[src/rtl/perf_run_ctrl_pkg.sv]
// perf_pkg: shared definitions for the run/halt/step sequencer.
//   - run_state_t : 2-bit sequencer state encoding
//   - SEL_*       : display source select codes
//   - defaults for the pass-through syscall code and display source count
//   - sel_advance : wrap-around increment of the display select
package perf_pkg;

    typedef enum logic [1:0] {
        RUN       = 2'd0,
        HALT      = 2'd1,
        STEP_IDLE = 2'd2,
        STEP_ONE  = 2'd3
    } run_state_t;

    localparam logic [1:0]  SEL_CYCLE     = 2'd0;
    localparam logic [1:0]  SEL_BRANCH    = 2'd1;
    localparam logic [1:0]  SEL_JMP       = 2'd2;

    localparam logic [31:0] PASS_CODE_DEF = 32'd34;
    localparam int          DISP_CNT_DEF  = 3;

    // Next display select: wraps to SEL_CYCLE after the last source.
    function automatic logic [1:0] sel_advance(input logic [1:0] sel,
                                               input logic [1:0] last);
        logic [1:0] nxt;
        if (sel >= last) begin
            nxt = SEL_CYCLE;
        end else begin
            nxt = sel + 2'd1;
        end
        return nxt;
    endfunction

endpackage

[src/rtl/perf_run_ctrl_if.sv]
// perf_run_ctrl_if: bundles the decode, button/switch, counter and
// control/display signals of the run controller.
//   master : the surrounding system (decode stage, board I/O, counters)
//   slave  : the run controller itself
interface perf_run_ctrl_if;

    logic        syscall;      // decode: current instruction is syscall
    logic [31:0] R1;           // register examined on syscall
    logic        branch_in;    // decode: taken branch this cycle
    logic        jmp_in;       // decode: jump this cycle
    logic        go;           // resume button (level)
    logic        step_mode;    // single-step switch
    logic        step;         // step button (level)
    logic        sel_next;     // display-advance button (level)
    logic [31:0] count_cycle;  // cycle counter value
    logic [31:0] count_b;      // branch counter value
    logic [31:0] count_j;      // jump counter value
    logic        cpu_en;       // PC/regfile write enable
    logic        cycle_en;     // cycle counter enable
    logic        branch_en;    // branch counter enable
    logic        jmp_en;       // jump counter enable
    logic        halted;       // registered HALT indicator
    logic [1:0]  disp_sel;     // registered display source
    logic [31:0] disp_data;    // registered display value

    modport master (
        output syscall, R1, branch_in, jmp_in, go, step_mode, step, sel_next,
        output count_cycle, count_b, count_j,
        input  cpu_en, cycle_en, branch_en, jmp_en, halted, disp_sel, disp_data
    );

    modport slave (
        input  syscall, R1, branch_in, jmp_in, go, step_mode, step, sel_next,
        input  count_cycle, count_b, count_j,
        output cpu_en, cycle_en, branch_en, jmp_en, halted, disp_sel, disp_data
    );

endinterface

[src/rtl/perf_run_ctrl_edge_pulse.sv]
// edge_pulse: one-cycle pulse on a 0->1 transition of a level input.
// The pulse appears the cycle after the input is first sampled high.
// History resets to 1 so a level held through reset yields no pulse.
//   clk      : system clock
//   clr      : asynchronous active-high reset
//   in_level : debounced level input
//   pulse    : registered rising-edge pulse
module edge_pulse (
    input  logic clk,
    input  logic clr,
    input  logic in_level,
    output logic pulse
);

    logic hist_r;
    logic pulse_r;

    // Sample history and form the registered rising-edge pulse.
    always_ff @(posedge clk or posedge clr) begin
        if (clr) begin
            hist_r  <= 1'b1;
            pulse_r <= 1'b0;
        end else begin
            hist_r  <= in_level;
            pulse_r <= in_level & ~hist_r;
        end
    end

    assign pulse = pulse_r;

endmodule

[src/rtl/perf_run_ctrl.sv]
// perf_run_ctrl: run/halt/single-step sequencer for the MIPS core and its
// cycle/branch/jump performance counters, plus display source scheduling.
//   clk : system clock, rising edge
//   clr : asynchronous active-high reset
//   bus : perf_run_ctrl_if.slave
//         in : syscall, R1, branch_in, jmp_in, go, step_mode, step,
//              sel_next, count_cycle, count_b, count_j
//         out: cpu_en, cycle_en, branch_en, jmp_en (combinational),
//              halted, disp_sel, disp_data (registered)
module perf_run_ctrl
    import perf_pkg::*;
#(
    parameter logic [31:0] PASS_CODE = PASS_CODE_DEF,
    parameter int          DISP_CNT  = DISP_CNT_DEF
) (
    input  logic          clk,
    input  logic          clr,
    perf_run_ctrl_if.slave bus
);

    localparam logic [1:0] DISP_LAST = 2'(DISP_CNT - 1);

    run_state_t  state_r;
    run_state_t  state_nxt_s;
    logic        skip_r;
    logic        skip_nxt_s;
    logic        halted_r;
    logic [1:0]  disp_sel_r;
    logic [31:0] disp_data_r;

    logic        go_p_s;
    logic        step_p_s;
    logic        sel_p_s;
    logic        halt_hit_s;
    logic        exec_s;
    logic        cpu_en_s;

    edge_pulse u_go_edge (
        .clk      (clk),
        .clr      (clr),
        .in_level (bus.go),
        .pulse    (go_p_s)
    );

    edge_pulse u_step_edge (
        .clk      (clk),
        .clr      (clr),
        .in_level (bus.step),
        .pulse    (step_p_s)
    );

    edge_pulse u_sel_edge (
        .clk      (clk),
        .clr      (clr),
        .in_level (bus.sel_next),
        .pulse    (sel_p_s)
    );

    // A syscall halts unless it is the pass-through service call, or it is
    // the syscall we just resumed from (skip lets it commit once).
    assign halt_hit_s = bus.syscall & (bus.R1 != PASS_CODE) & ~skip_r;
    assign exec_s     = (state_r == RUN) | (state_r == STEP_ONE);
    assign cpu_en_s   = exec_s & ~halt_hit_s;

    assign bus.cpu_en    = cpu_en_s;
    assign bus.cycle_en  = cpu_en_s;
    assign bus.branch_en = cpu_en_s & bus.branch_in;
    assign bus.jmp_en    = cpu_en_s & bus.jmp_in;
    assign bus.halted    = halted_r;
    assign bus.disp_sel  = disp_sel_r;
    assign bus.disp_data = disp_data_r;

    // Next-state and skip-flag logic of the run sequencer.
    always_comb begin
        state_nxt_s = state_r;
        skip_nxt_s  = skip_r;

        // The first committed cycle after leaving HALT consumes the skip.
        if (exec_s && skip_r) begin
            skip_nxt_s = 1'b0;
        end else begin
            skip_nxt_s = skip_r;
        end

        case (state_r)
            RUN: begin
                if (halt_hit_s) begin
                    state_nxt_s = HALT;
                end else if (bus.step_mode) begin
                    state_nxt_s = STEP_IDLE;
                end else begin
                    state_nxt_s = RUN;
                end
            end
            HALT: begin
                if (go_p_s) begin
                    state_nxt_s = bus.step_mode ? STEP_ONE : RUN;
                    skip_nxt_s  = 1'b1;
                end else begin
                    state_nxt_s = HALT;
                end
            end
            STEP_IDLE: begin
                if (!bus.step_mode) begin
                    state_nxt_s = RUN;
                end else if (step_p_s) begin
                    state_nxt_s = STEP_ONE;
                end else begin
                    state_nxt_s = STEP_IDLE;
                end
            end
            STEP_ONE: begin
                if (halt_hit_s) begin
                    state_nxt_s = HALT;
                end else begin
                    state_nxt_s = STEP_IDLE;
                end
            end
            default: begin
                state_nxt_s = RUN;
            end
        endcase
    end

    // Sequencer state, skip flag and halted indicator registers.
    always_ff @(posedge clk or posedge clr) begin
        if (clr) begin
            state_r  <= RUN;
            skip_r   <= 1'b0;
            halted_r <= 1'b0;
        end else begin
            state_r  <= state_nxt_s;
            skip_r   <= skip_nxt_s;
            halted_r <= (state_nxt_s == HALT);
        end
    end

    // Display select advance and counter value capture.
    always_ff @(posedge clk or posedge clr) begin
        if (clr) begin
            disp_sel_r  <= SEL_CYCLE;
            disp_data_r <= 32'd0;
        end else begin
            if (sel_p_s) begin
                disp_sel_r <= sel_advance(disp_sel_r, DISP_LAST);
            end else begin
                disp_sel_r <= disp_sel_r;
            end
            case (disp_sel_r)
                SEL_CYCLE:  disp_data_r <= bus.count_cycle;
                SEL_BRANCH: disp_data_r <= bus.count_b;
                SEL_JMP:    disp_data_r <= bus.count_j;
                default:    disp_data_r <= 32'd0;
            endcase
        end
    end

endmodule

[src/flat_wrapper.sv]
// flat-port wrapper written by rule: the top's interface ports become plain ports
module perf_run_ctrl_flat import perf_pkg::*;
#(
    parameter logic [31:0] PASS_CODE = PASS_CODE_DEF,
    parameter int          DISP_CNT  = DISP_CNT_DEF
)
  (clk, clr, bus_syscall, bus_R1, bus_branch_in, bus_jmp_in, bus_go, bus_step_mode, bus_step, bus_sel_next, bus_count_cycle, bus_count_b, bus_count_j, bus_cpu_en, bus_cycle_en, bus_branch_en, bus_jmp_en, bus_halted, bus_disp_sel, bus_disp_data);
  perf_run_ctrl_if bus_i ();
  input  logic clk;
  input  logic clr;
  input wire logic [$bits(bus_i.syscall)-1:0] bus_syscall;
  input wire logic [$bits(bus_i.R1)-1:0] bus_R1;
  input wire logic [$bits(bus_i.branch_in)-1:0] bus_branch_in;
  input wire logic [$bits(bus_i.jmp_in)-1:0] bus_jmp_in;
  input wire logic [$bits(bus_i.go)-1:0] bus_go;
  input wire logic [$bits(bus_i.step_mode)-1:0] bus_step_mode;
  input wire logic [$bits(bus_i.step)-1:0] bus_step;
  input wire logic [$bits(bus_i.sel_next)-1:0] bus_sel_next;
  input wire logic [$bits(bus_i.count_cycle)-1:0] bus_count_cycle;
  input wire logic [$bits(bus_i.count_b)-1:0] bus_count_b;
  input wire logic [$bits(bus_i.count_j)-1:0] bus_count_j;
  output wire logic [$bits(bus_i.cpu_en)-1:0] bus_cpu_en;
  output wire logic [$bits(bus_i.cycle_en)-1:0] bus_cycle_en;
  output wire logic [$bits(bus_i.branch_en)-1:0] bus_branch_en;
  output wire logic [$bits(bus_i.jmp_en)-1:0] bus_jmp_en;
  output wire logic [$bits(bus_i.halted)-1:0] bus_halted;
  output wire logic [$bits(bus_i.disp_sel)-1:0] bus_disp_sel;
  output wire logic [$bits(bus_i.disp_data)-1:0] bus_disp_data;
  assign bus_i.syscall = bus_syscall;
  assign bus_i.R1 = bus_R1;
  assign bus_i.branch_in = bus_branch_in;
  assign bus_i.jmp_in = bus_jmp_in;
  assign bus_i.go = bus_go;
  assign bus_i.step_mode = bus_step_mode;
  assign bus_i.step = bus_step;
  assign bus_i.sel_next = bus_sel_next;
  assign bus_i.count_cycle = bus_count_cycle;
  assign bus_i.count_b = bus_count_b;
  assign bus_i.count_j = bus_count_j;
  assign bus_cpu_en = bus_i.cpu_en;
  assign bus_cycle_en = bus_i.cycle_en;
  assign bus_branch_en = bus_i.branch_en;
  assign bus_jmp_en = bus_i.jmp_en;
  assign bus_halted = bus_i.halted;
  assign bus_disp_sel = bus_i.disp_sel;
  assign bus_disp_data = bus_i.disp_data;
  perf_run_ctrl #(.PASS_CODE(PASS_CODE), .DISP_CNT(DISP_CNT)) u_core (.clk(clk), .clr(clr), .bus(bus_i));
endmodule
[config.mk]
export PLATFORM = sky130hd
export DESIGN_NAME = perf_run_ctrl_flat
export DESIGN_NICKNAME = d
export VERILOG_FILES = /design/src/rtl/perf_run_ctrl_pkg.sv /design/src/rtl/perf_run_ctrl_if.sv /design/src/rtl/perf_run_ctrl_edge_pulse.sv /design/src/rtl/perf_run_ctrl.sv /design/src/flat_wrapper.sv
export SDC_FILE = /design/constraint.sdc
export NUM_CORES = 1
export LEC_CHECK = 0
export BUFFER_PORTS_ARGS = -buffer_cell sky130_fd_sc_hd__buf_2
export CAP_MARGIN = 25
export CORE_MARGIN = 3
export CORE_UTILIZATION = 38
export CTS_CLUSTER_SIZE = 12
export DETAILED_ROUTE_END_ITERATION = 10
export GPL_ROUTABILITY_DRIVEN = 1
export PLACE_DENSITY = 0.84
export SLEW_MARGIN = 20
export SYNTH_ARGS = -nofsm -noshare
export SYNTH_HDL_FRONTEND = slang
export SYNTH_SLANG_ARGS = --single-unit
[constraint.sdc]
create_clock -name clk -period 1.85 [get_ports clk]
set_input_delay 0.185 -clock clk [delete_from_list [all_inputs] [get_ports clk]]
set_output_delay 0.185 -clock clk [all_outputs]
set_load 0.02 [all_outputs]
==> results of run 1 <==
[cell type report]
class	instances	share of cell area
Clock buffer	5	0.02152
Clock inverter	3	0.01330
Tap cell	70	0.02739
Inverter	7	0.008216
Timing Repair Buffer	184	0.3059
Sequential cell	44	0.3459
Multi-Input combinational cell	136	0.2778
[tightest hold or removal path, delay by kind of cell]
kind / cells / cell delay (ns)
buf+inv: 1 / 0.07
compound gates: 1 / 0.05
simple gates: 1 / 0.03
[worst max-delay path by stage]
stage / cells past startpoint / slack, ns / start / endpoint
finish: 4 / 0.19 / u_core.state_r[1]$_DFF_PP0_ / bus_jmp_en
global route: 4 / 0.08 / u_core.state_r[0]$_DFF_PP0_ / bus_jmp_en
CTS: 4 / 0.16 / u_core.state_r[1]$_DFF_PP0_ / bus_branch_en
detailed placement: 6 / 0.32 / bus_R1[2] / bus_cycle_en
global placement: 6 / 0.37 / bus_R1[3] / bus_cpu_en
floorplan: 5 / 0.24 / bus_R1[2] / bus_cycle_en
[power by group]
group	switching, mW	leakage (nW)	internal [mW]
registers	0.103	0.534	1.21
logic	0.924	1.11	0.620
clock network	0.316	0.0541	0.399
total	1.34	1.70	2.23
[sequential cells by signal, summed over array words and instances, names as in the netlist]
register	cells
u_core.u_sel_edge.pulse	1
u_core.u_step_edge.pulse	1
u_core.bus.disp_sel	2
u_core.u_step_edge.hist_r	1
u_core.state_r	2
u_core.bus.halted	1
u_core.u_go_edge.pulse	1
u_core.u_go_edge.hist_r	1
u_core.u_sel_edge.hist_r	1
u_core.bus.disp_data	32
u_core.skip_r	1
[stage by stage]
step	hold slack, ns	instances	area [um2]	util	total power [mW]
finish	0.09237	449	3198	0.6144	3.577
CTS	0.07889	449	3198	0.6144	3.632
floorplan	0.1895	198	2071	-	2.318
global route	0.09589	449	3198	0.6144	3.840
detailed placement	0.2537	437	3047	0.5853	2.895
global placement	0.2528	437	3047	0.5853	2.839
[synthesized netlist by cell type]
master	count	area share
dfrtp_1	41	0.50
o21ai_0	31	0.075
nor2b_1	5	0.015
and2_1	1	0.0030
ha_1	4	0.024
o21ai_1	4	0.0097
nor4_1	5	0.015
nand4_1	2	0.0060
o22ai_1	2	0.0060
mux2i_1	33	0.16
and3b_1	2	0.0085
buf_2	7	0.017
nor4b_1	2	0.0085
clkbuf_1	3	0.0054
buf_4	1	0.0036
a21oi_1	2	0.0048
nor4_2	1	0.0060
a21o_1	1	0.0036
o21ai_2	1	0.0042
nand2_1	34	0.062
o221a_1	1	0.0054
inv_1	7	0.013
nor2_1	3	0.0054
dfstp_2	3	0.038
nand2b_1	2	0.0060
[metal layers]
metal,vias to the layer above,GRT usage,routed length [um]
li1,1040,-,-
met1,996,0.1887,2013
met2,93,0.3715,3372
met3,8,0.05643,540
met4,0,0.05574,54
met5,-,0,0
[logic make-up after synthesis]
kind of cell | after synthesis | synth area share
buffers and inverters | 18 | 0.03867
AND/OR/NAND/NOR | 57 | 0.1353
AO/OA/AOI/OAI | 42 | 0.1088
multiplexers | 33 | 0.1595
adder cells (fa/ha/maj) | 4 | 0.02417
flip-flops | 44 | 0.5335
==> summary.txt, run 1 <==
Drt
  • Aggregate routed wire length: 5.979 mm
  • First DRT Iteration DRCs: 57
  • Avg WL per Cell: 13.32 um
  • Post-route ant nets: 0
  • DRC viols: 0
  • Drt pass-1 iters: 4
  • DR vias: 2137
  • Vias/cell: 4.759

Power and ir drop
  • Power Density: 1119 nW/um2
  • Peak supply drop: 0.5107 mV
  • Leak: 1.697 nW

Hold path
  • Hold worst-path end: u_core.bus.disp_data[6]$_DFF_PP0_
  • Worst min path class: in -> reg
  • Hold path cells: 3
  • Hold Startpoint: bus_count_b[6]

Clocking
  • CTS tree: done
  • Post-CTS Setup Bufs: 0
  • Hold_buf cts: 4
  • Root cell of the clock tree: clkbuf_8
  • CTS H-tree lvls: 2
  • CTS sink count: 44
  • Worst skew pair latency: 0.29 ns
  • Total of cells resized after clock tree synthesis: 0
  • Num CTS Buffers: 5
  • CTS clk-pin slew, worst paths: 0.08 ns
  • Clock Path Buffers: 2

Timing
  • Final WS setup: 0.1891 ns
  • Max-slew violations: 0
  • Worst rel slew slack: 0.6545
  • Fmax: 602.1 MHz
  • Final Setup Violations: 0
  • Tcrit/Tclk final: 0.8978
  • Total Negative Setup Slacks: 0 ns
  • Worst Clk Skew: 0.007701 ns
  • Least-Margin Pin Slew: 0.5175 ns
  • RSZ-0062 raised after global routing: false
  • Final hold vios: 0
  • Final period demand of the worst path: 1.661 ns

Final layout
  • Most common cell after layout, fill and taps aside: buf_2
  • Syn-to-layout area delta: 54.44%
  • ANT cells: 0
  • Register Area: 1106 um2
  • Layout cells sized above 1: 0.5172
  • Multi-input logic area: 888.4 um2
  • FILL cells: 463
  • Commonest cells after routing, fill and taps aside: buf_2, dfrtp_1, nand2_1, mux2i_1, o21ai_0
  • Post-layout net count: 519

Worst setup path
  • Buffers & Inverters on Critical Path: 2
  • CP cell instances: inv_1 -> ha_1 -> and3b_1 -> buf_2
  • WP data arrival: 1.48 ns
  • Crit-path max FO: 4
  • CP Capture Type: output port
  • CP max-delay cell: dfrtp_1
  • R2R setup slack: 0.30 ns
  • Critical path type: reg -> out
  • Slowest stage delay, CP: 0.41 ns
  • CP startpoint kind: flop
  • Worst Path Required: 1.66 ns
  • Crit-path leading delay family: flip-flops
  • Worst R2R Path Depth: 6
  • Reg-to-reg endpoint: u_core.state_r[1]$_DFF_PP0_
  • Worst reg2reg startpoint: u_core.state_r[1]$_DFF_PP0_

Synth
  • Post-synth cell types: 25
  • Mean post-synth cell area: 10.46 um2
  • Post-synth net total: 339
  • Synth warn: 0
  • Synth Register Bits: 44
  • Netlist Area Pre-Place: 2071 um2
  • Sequential area share after synthesis: 0.5335
  • Cells after Synth: 198

Run status
  • Status: completed

GRT
  • Total GRT Usage: 0.1892
  • First-pass GRT wire length: 9.418 mm
  • GR Overflow Total: 0
  • Vias in the first global route: 2210
  • Initial antenna violation count: 0
  • Largest net degree at the start of global routing: 34

Die
  • IO Count: 176
  • Die height: 79.82 um
  • Core ar.: 5205 um2
  • Die width: 79.82 um
  • Full die area: 6371 um2
  • Initial Utilization: 0.3978
  • Site Rows: 26

Place
  • HPWL after DPL: 4.727 mm
  • Worst slack at placement: 0.3161 ns
  • # port buffers: 175
  • Placer Congestion: 0.7647

Run
  • Max-cap violation count: 0
Power figures use the tool's default switching activity.
==> inputs of run 2 (changes only) <==
--- a/config.mk
+++ b/config.mk
@@ -17,3 +17,4 @@
 export SYNTH_ARGS = -nofsm -noshare
 export SYNTH_HDL_FRONTEND = slang
 export SYNTH_SLANG_ARGS = --single-unit
+export TNS_END_PERCENT = 10
==> constraint.sdc (replaced) <==
create_clock -name clk -period 1.85 [get_ports clk]
set_input_delay 0.2775 -clock clk [delete_from_list [all_inputs] [get_ports clk]]
set_output_delay 0.2775 -clock clk [all_outputs]
set_load 0.02 [all_outputs]
==> run 2 against run 1 <==
  * Clock skew grew 0.0041 ns
  * Highest routed layer unchanged
  * Maximum frequency shrank 5.0%
  * Global-route usage shrank 2.0 points
  * Utilization shrank 1.0 points
  * Largest power group unchanged
  * Combinational power is essentially flat
  * Sequential share of layout area grew 0.58 points
  * Clock-buffer cell count grew 2
==> summary.txt, run 2 (same netlist as run 1, synthesis figures left out) <==
Clocking
  • Post-CTS Setup Bufs: 0 (unchanged)
  • Worst skew pair latency: 0.29 ns (about the same)
  • CTS clk-pin slew, worst paths: 0.08 ns (about the same)
  • CTS tree: done (unchanged)
  • CTS H-tree lvls: 2 (unchanged)
  • Num CTS Buffers: 5 (unchanged)
  • Total of cells resized after clock tree synthesis: 0 (unchanged)
  • CTS sink count: 44 (unchanged)
  • Clock Path Buffers: 2 (unchanged)
  • Root cell of the clock tree: clkbuf_8 (unchanged)
  • Hold_buf cts: 1 (was 4)

Worst setup path
  • CP max-delay cell: dfrtp_1 (unchanged)
  • CP startpoint kind: flop (unchanged)
  • Slowest stage delay, CP: 0.40 ns (was 0.41 ns)
  • Crit-path leading delay family: flip-flops (unchanged)
  • Critical path type: reg -> out (unchanged)
  • Worst reg2reg startpoint: u_core.state_r[1]$_DFF_PP0_ (unchanged)
  • CP Capture Type: output port (unchanged)
  • CP cell instances: inv_1 -> ha_1 -> and3b_1 -> buf_2 (unchanged)
  • Reg-to-reg endpoint: u_core.state_r[1]$_DFF_PP0_ (unchanged)
  • R2R setup slack: 0.34 ns (was 0.30 ns)
  • WP data arrival: 1.47 ns (was 1.48 ns)
  • Worst R2R Path Depth: 6 (unchanged)
  • Crit. path cell count: 4 (unchanged)
  • Crit-path max FO: 4 (unchanged)
  • Worst Path Required: 1.57 ns (was 1.66 ns)
  • Buffers & Inverters on Critical Path: 2 (unchanged)

Place
  • Placer Congestion: 0.7727 (was 0.7647)
  • HPWL after DPL: 4.615 mm (was 4.727 mm)
  • # port buffers: 175 (unchanged)
  • Worst slack at placement: 0.1402 ns (was 0.3161 ns)

Timing
  • RSZ-0062 raised after global routing: false (unchanged)
  • Final Setup Violations: 0 (unchanged)
  • Max-slew violations: 0 (unchanged)
  • Worst rel slew slack: 0.6903 (was 0.6545)
  • Worst Clk Skew: 0.01180 ns (was 0.007701 ns)
  • Final hold vios: 0 (unchanged)
  • Least-Margin Pin Slew: 0.4638 ns (was 0.5175 ns)
  • Tcrit/Tclk final: 0.9453 (was 0.8978)
  • Final period demand of the worst path: 1.749 ns (was 1.661 ns)
  • Total Negative Setup Slacks: 0 ns (unchanged)
  • Final WS setup: 0.1012 ns (was 0.1891 ns)
  • Fmax: 571.8 MHz (was 602.1 MHz)

Power and ir drop
  • Peak supply drop: 0.5105 mV (was 0.5107 mV)
  • Leak: 1.678 nW (was 1.697 nW)
  • Power Density: 1089 nW/um2 (was 1119 nW/um2)

Drt
  • Vias/cell: 4.658 (was 4.759)
  • DR vias: 2082 (was 2137)
  • First DRT Iteration DRCs: 46 (was 57)
  • Post-route ant nets: 0 (unchanged)
  • DRC viols: 0 (unchanged)
  • Aggregate routed wire length: 5.637 mm (was 5.979 mm)
  • Avg WL per Cell: 12.61 um (was 13.32 um)
  • Drt pass-1 iters: 4 (unchanged)

Die
  • Core ar.: 5205 um2 (unchanged)
  • Die width: 79.82 um (unchanged)
  • Full die area: 6371 um2 (unchanged)
  • Die height: 79.82 um (unchanged)
  • IO Count: 176 (unchanged)
  • Initial Utilization: 0.3978 (unchanged)
  • Site Rows: 26 (unchanged)

Final layout
  • Commonest cells after routing, fill and taps aside: buf_2, dfrtp_1, nand2_1, mux2i_1, o21ai_0 (unchanged)
  • Post-layout net count: 517 (was 519)
  • FILL cells: 459 (was 463)
  • Syn-to-layout area delta: 51.90% (was 54.44%)
  • Register Area: 1106 um2 (unchanged)
  • Layout cells sized above 1: 0.5172 (about the same)
  • Max reg flops: 32 (unchanged)
  • Most common cell after layout, fill and taps aside: buf_2 (unchanged)
  • ANT cells: 0 (unchanged)
  • Multi-input logic area: 888.4 um2 (unchanged)

Hold path
  • Worst min path class: in -> reg (unchanged)
  • Hold path cells: 1 (was 3)
  • Hold worst-path end: u_core.u_step_edge.hist_r$_DFF_PP1_ (was u_core.bus.disp_data[6]$_DFF_PP0_)
  • Hold Startpoint: bus_step (was bus_count_b[6])

Run
  • Max-cap violation count: 0 (unchanged)

GRT
  • GR Overflow Total: 0 (unchanged)
  • Initial antenna violation count: 0 (unchanged)
  • Total GRT Usage: 0.1695 (was 0.1892)
  • First-pass GRT wire length: 8.542 mm (was 9.418 mm)
  • Vias in the first global route: 2029 (was 2210)
  • Largest net degree at the start of global routing: 29 (was 34)

Run status
  • Status: completed (unchanged)
## run 2: cell types whose count changed in the layout (fill, tap and decap cells not counted), sizes merged
| cell | delta |
|---|---|
| bufinv | -1 |
| buf | +1 |
| clkinvlp | -1 |
| clkbuf | +2 |
| dlygate4sd3 | -3 |
## run 2: metal layers
| metal | vias up | wire (um) | part of all wire | global-route usage |
|---|---|---|---|---|
| met2 | 94 | 3024 | 0.54 | 0.3205 |
| met4 | 0 | 71 | 0.013 | 0.05912 |
| met1 | 945 | 2043 | 0.36 | 0.1862 |
| li1 | 1035 | - | - | - |
| met3 | 8 | 498 | 0.088 | 0.03386 |
| met5 | - | 0 | 0 | 0 |
## run 2: layout make-up
type / instances / share of cell area
clock inverters: 1 / 0.001591
well taps: 70 / 0.02784
inverters: 7 / 0.008353
flip-flops and latches: 44 / 0.3516
repair buffers: 182 / 0.3039
multi-input cells: 136 / 0.2824
clock buffers: 7 / 0.02426
## run 2: power by group
part	leakage, nW	total, mW	internal [mW]	switching [mW]
clock network	0.0422	0.564	0.265	0.298
registers	0.534	1.32	1.22	0.105
logic	1.10	1.54	0.623	0.919
## run 2: worst reg2reg max path: cells and delay by family (launching register included)
kind                     cells  cell delay, ns
AND/OR/NAND/NOR              2            0.24
buffers and inverters        1            0.08
adder cells (fa/ha/maj)      1            0.21
AO/OA/AOI/OAI                2            0.46
flip-flops                   1            0.40
## run 2: worst max path at each step
stage / startpoint / to
CTS: u_core.state_r[1]$_DFF_PP0_ / bus_branch_en
finish: u_core.state_r[1]$_DFF_PP0_ / bus_jmp_en
detailed placement: bus_R1[9] / bus_cycle_en
floorplan: bus_R1[2] / bus_cycle_en
global placement: bus_R1[2] / bus_cpu_en
global route: bus_R1[3] / bus_cycle_en
## run 2: through the flow
step                      hold slack (ns)  cells  utilization  cell area [um2]  total power [mW]
after floorplan                    0.2820    198            -             2071             2.318
after global placement             0.3138    438       0.5868             3054             2.850
after detailed placement           0.3230    438       0.5868             3054             2.907
after CTS                         0.07671    447       0.6043             3146             3.483
after global routing              0.07660    447       0.6043             3146             3.664
final                             0.08829    447       0.6043             3146             3.426
==> inputs of run 3 (changes only) <==
--- a/config.mk
+++ b/config.mk
@@ -7,7 +7,8 @@
 export LEC_CHECK = 0
 export BUFFER_PORTS_ARGS = -buffer_cell sky130_fd_sc_hd__buf_2
 export CAP_MARGIN = 25
-export CORE_MARGIN = 3
+export CORE_ASPECT_RATIO = 1.25
+export CORE_MARGIN = 2
 export CORE_UTILIZATION = 38
 export CTS_CLUSTER_SIZE = 12
 export DETAILED_ROUTE_END_ITERATION = 10
==> run 3 against run 2 <==
  * Critical path depth increased by 2
  * Global-route usage up 2.7 points
  * Total power grew 1.7%
  * Maximum frequency increased by 0.34%
  * Clock skew down 0.0055 ns
  * Sequential share of layout area down 0.098 points
  * Via count is 1.9% higher
  * Utilization down 1.3 points
  * Register-to-register slack barely moved
  * Combinational power about the same
  * Critical endpoint is now bus_cycle_en
==> summary.txt, run 3 (same netlist as run 1, synthesis figures left out) <==
Drt
  • Highest routed layer: met4 (unchanged)
  • DR vias: 2122 (was 2082)
  • Aggregate routed wire length: 5.839 mm (was 5.637 mm)
  • Post-route ant nets: 0 (unchanged)
  • Vias/cell: 4.801 (was 4.658)
  • Met2 WL: 3.213 mm (was 3.024 mm)
  • Avg WL per Cell: 13.21 um (was 12.61 um)
  • Wire length on met1: 2.036 mm (was 2.043 mm)
  • DRC viols: 0 (unchanged)
  • First DRT Iteration DRCs: 50 (was 46)
  • Drt pass-1 iters: 4 (unchanged)
  • Met3 Wirelength: 532 um (was 498 um)

Final layout
  • ANT cells: 0 (unchanged)
  • Finished Core Util: 0.5918 (was 0.6043)
  • Max reg flops: 32 (unchanged)
  • Final std cells w/o fill: 442 (was 447)
  • Syn-to-layout area delta: 52.33% (was 51.90%)
  • Layout cells sized above 1: 0.5317 (was 0.5172)
  • Most common cell after layout, fill and taps aside: buf_2 (unchanged)
  • Commonest cells after routing, fill and taps aside: buf_2, dfrtp_1, nand2_1, mux2i_1, o21ai_0 (unchanged)
  • Post-layout net count: 518 (was 517)

Timing
  • Tcrit/Tclk final: 0.9421 (was 0.9453)
  • Final WS setup: 0.1071 ns (was 0.1012 ns)
  • Worst rel slew slack: 0.6487 (was 0.6903)
  • Total Negative Setup Slacks: 0 ns (unchanged)
  • WHS: 0.02482 ns (was 0.08829 ns)
  • Final Setup Violations: 0 (unchanged)
  • Final period demand of the worst path: 1.743 ns (was 1.749 ns)
  • Fmax: 573.8 MHz (was 571.8 MHz)
  • Worst Clk Skew: 0.006343 ns (was 0.01180 ns)
  • Least-Margin Pin Slew: 0.5262 ns (was 0.4638 ns)
  • Final hold vios: 0 (unchanged)
  • Max-slew violations: 0 (unchanged)

Power and ir drop
  • Clock network power share: 0.171 (was 0.164)
  • Sequential power share: 0.378 (was 0.386)
  • Net Sw Frac: 0.3862 (was 0.3861)
  • Combinational Power Share: 0.450 (about the same)
  • Internal Pwr Total: 2.139 mW (was 2.103 mW)
  • Peak supply drop: 0.4721 mV (was 0.5105 mV)
  • Leak: 1.688 nW (was 1.678 nW)
  • Power Density: 1105 nW/um2 (was 1089 nW/um2)
  • Switch Pwr: 1.346 mW (was 1.323 mW)

Clocking
  • Num CTS Buffers: 5 (unchanged)
  • CTS H-tree lvls: 2 (unchanged)
  • CTS clk-pin slew, worst paths: 0.07 ns (was 0.08 ns)
  • CTS tree: done (unchanged)
  • CTS sink count: 44 (unchanged)
  • Clock Path Buffers: 2 (unchanged)
  • Root cell of the clock tree: clkbuf_8 (unchanged)
  • Worst skew pair latency: 0.29 ns (about the same)

Worst setup path
  • Buffers & Inverters on Critical Path: 2 (unchanged)
  • Critical path type: in -> out (was reg -> out)
  • WP data arrival: 1.47 ns (about the same)
  • Slowest stage delay, CP: 0.36 ns (was 0.40 ns)
  • CP Capture Type: output port (unchanged)
  • Worst Path Required: 1.57 ns (about the same)
  • Crit-path max FO: 5 (was 4)
  • CP cell instances: buf_2 -> nor4b_1 -> nand4_1 -> o21ai_2 -> nor2b_1 -> buf_2 (was inv_1 -> ha_1 -> and3b_1 -> buf_2)
  • CP startpoint kind: primary input (was flop)
  • Crit-path leading delay family: simple AND/OR/NAND/NOR gates (was flip-flops)
  • CP max-delay cell: nor4b_1 (was dfrtp_1)
  • R2R setup slack: 0.33 ns (was 0.34 ns)
  • Most used cell, CP: buf_2

GRT
  • Initial antenna violation count: 0 (unchanged)
  • Total GRT Usage: 0.1969 (was 0.1695)
  • Largest net degree at the start of global routing: 34 (was 29)
  • Vias in the first global route: 2124 (was 2029)
  • First-pass GRT wire length: 9.453 mm (was 8.542 mm)
  • GR Overflow Total: 0 (unchanged)

Die
  • Die height: 86.54 um (was 79.82 um)
  • Full die area: 6060 um2 (was 6371 um2)
  • Initial Utilization: 0.3885 (was 0.3978)
  • IO Count: 176 (unchanged)
  • Die width: 70.03 um (was 79.82 um)
  • Core ar.: 5330 um2 (was 5205 um2)
  • Site Rows: 30 (was 26)

Run status
  • Status: completed (unchanged)

Place
  • # port buffers: 175 (unchanged)
  • Post-Place Cells: 432 (was 438)
  • Placer Congestion: 0.8009 (was 0.7727)
  • Worst slack at placement: 0.03819 ns (was 0.1402 ns)
  • HPWL after DPL: 4.694 mm (was 4.615 mm)

Run
  • Max-cap violation count: 0 (unchanged)

Hold path
  • Worst min path class: in -> async (was in -> reg)
[run 3: changes by cell type in the layout (fill, tap and decap cells not counted), sizes merged]
| cell | before | now |
|---|---|---|
| clkbuf | 7 | 6 |
| clkinv | 1 | 2 |
| dlygate4sd3 | 1 | 0 |
| buf | 181 | 183 |
[run 3: what timing repair did]
item | 4_1_cts | 5_1_grt
resized for setup | 0 | 2
hold endpoints to repair | 0 | 0
setup endpoints to repair | 0 | 4
buffers inserted | 0 | 2
hold buffers | 0 | 0
[run 3: routing by layer]
metal | vias to the layer above | GRT usage
li1 | 1042 | -
met1 | 963 | 0.2048
met2 | 111 | 0.3801
met3 | 6 | 0.06047
met4 | 0 | 0.05420
met5 | - | 0
[run 3: final cells by class]
class                           count  area (um2)
Clock inverter                      2       10.01
Sequential cell                    44        1106
Inverter                            7       26.28
Multi-Input combinational cell    136       900.9
Clock buffer                        6       82.58
Timing Repair Buffer              183       948.4
Tap cell                           64       80.08
Fill cell                         480        2176
[run 3: path summary, 6_finish.rpt]
| kind | end | start | cells past startpoint |
|---|---|---|---|
| max | bus_cycle_en | bus_R1[3] | 6 |
| min | u_core.bus.disp_data[16]$_DFF_PP0_ | clr | 2 |
| max reg2reg | u_core.bus.halted$_DFF_PP0_ | u_core.state_r[1]$_DFF_PP0_ | 6 |
| min reg2reg | u_core.bus.disp_sel[0]$_DFFE_PP0P_ | u_core.u_sel_edge.pulse$_DFF_PP0_ | 1 |
| max in group asynchronous | u_core.bus.disp_data[15]$_DFF_PP0_ | clr | 3 |
| min in group clk | u_core.u_step_edge.hist_r$_DFF_PP1_ | bus_step | 1 |
[run 3: power by group through the flow]
| stage | registers, mW | clock network [mW] | logic (mW) |
|---|---|---|---|
| floorplan | 1.61 | 0 | 0.710 |
| global placement | 1.33 | 0 | 1.53 |
| detailed placement | 1.34 | 0 | 1.57 |
| CTS | 1.32 | 0.629 | 1.57 |
| global route | 1.35 | 0.665 | 1.72 |
| finish | 1.32 | 0.597 | 1.57 |
[run 3: worst reg2reg max path, stage by stage, from the launching register on]
cell and delay (ns):
dfrtp_1 0.38, inv_1 0.07, ha_1 0.20, and2_1 0.17, o21ai_0 0.28, nand2_1 0.14, o22ai_1 0.19
[run 3: metrics by stage]
step	power, mW	cell area, um2
finish	3.485	3154
global route	3.730	3154
CTS	3.526	3127
detailed placement	2.913	3034
global placement	2.856	3034
floorplan	2.318	2071
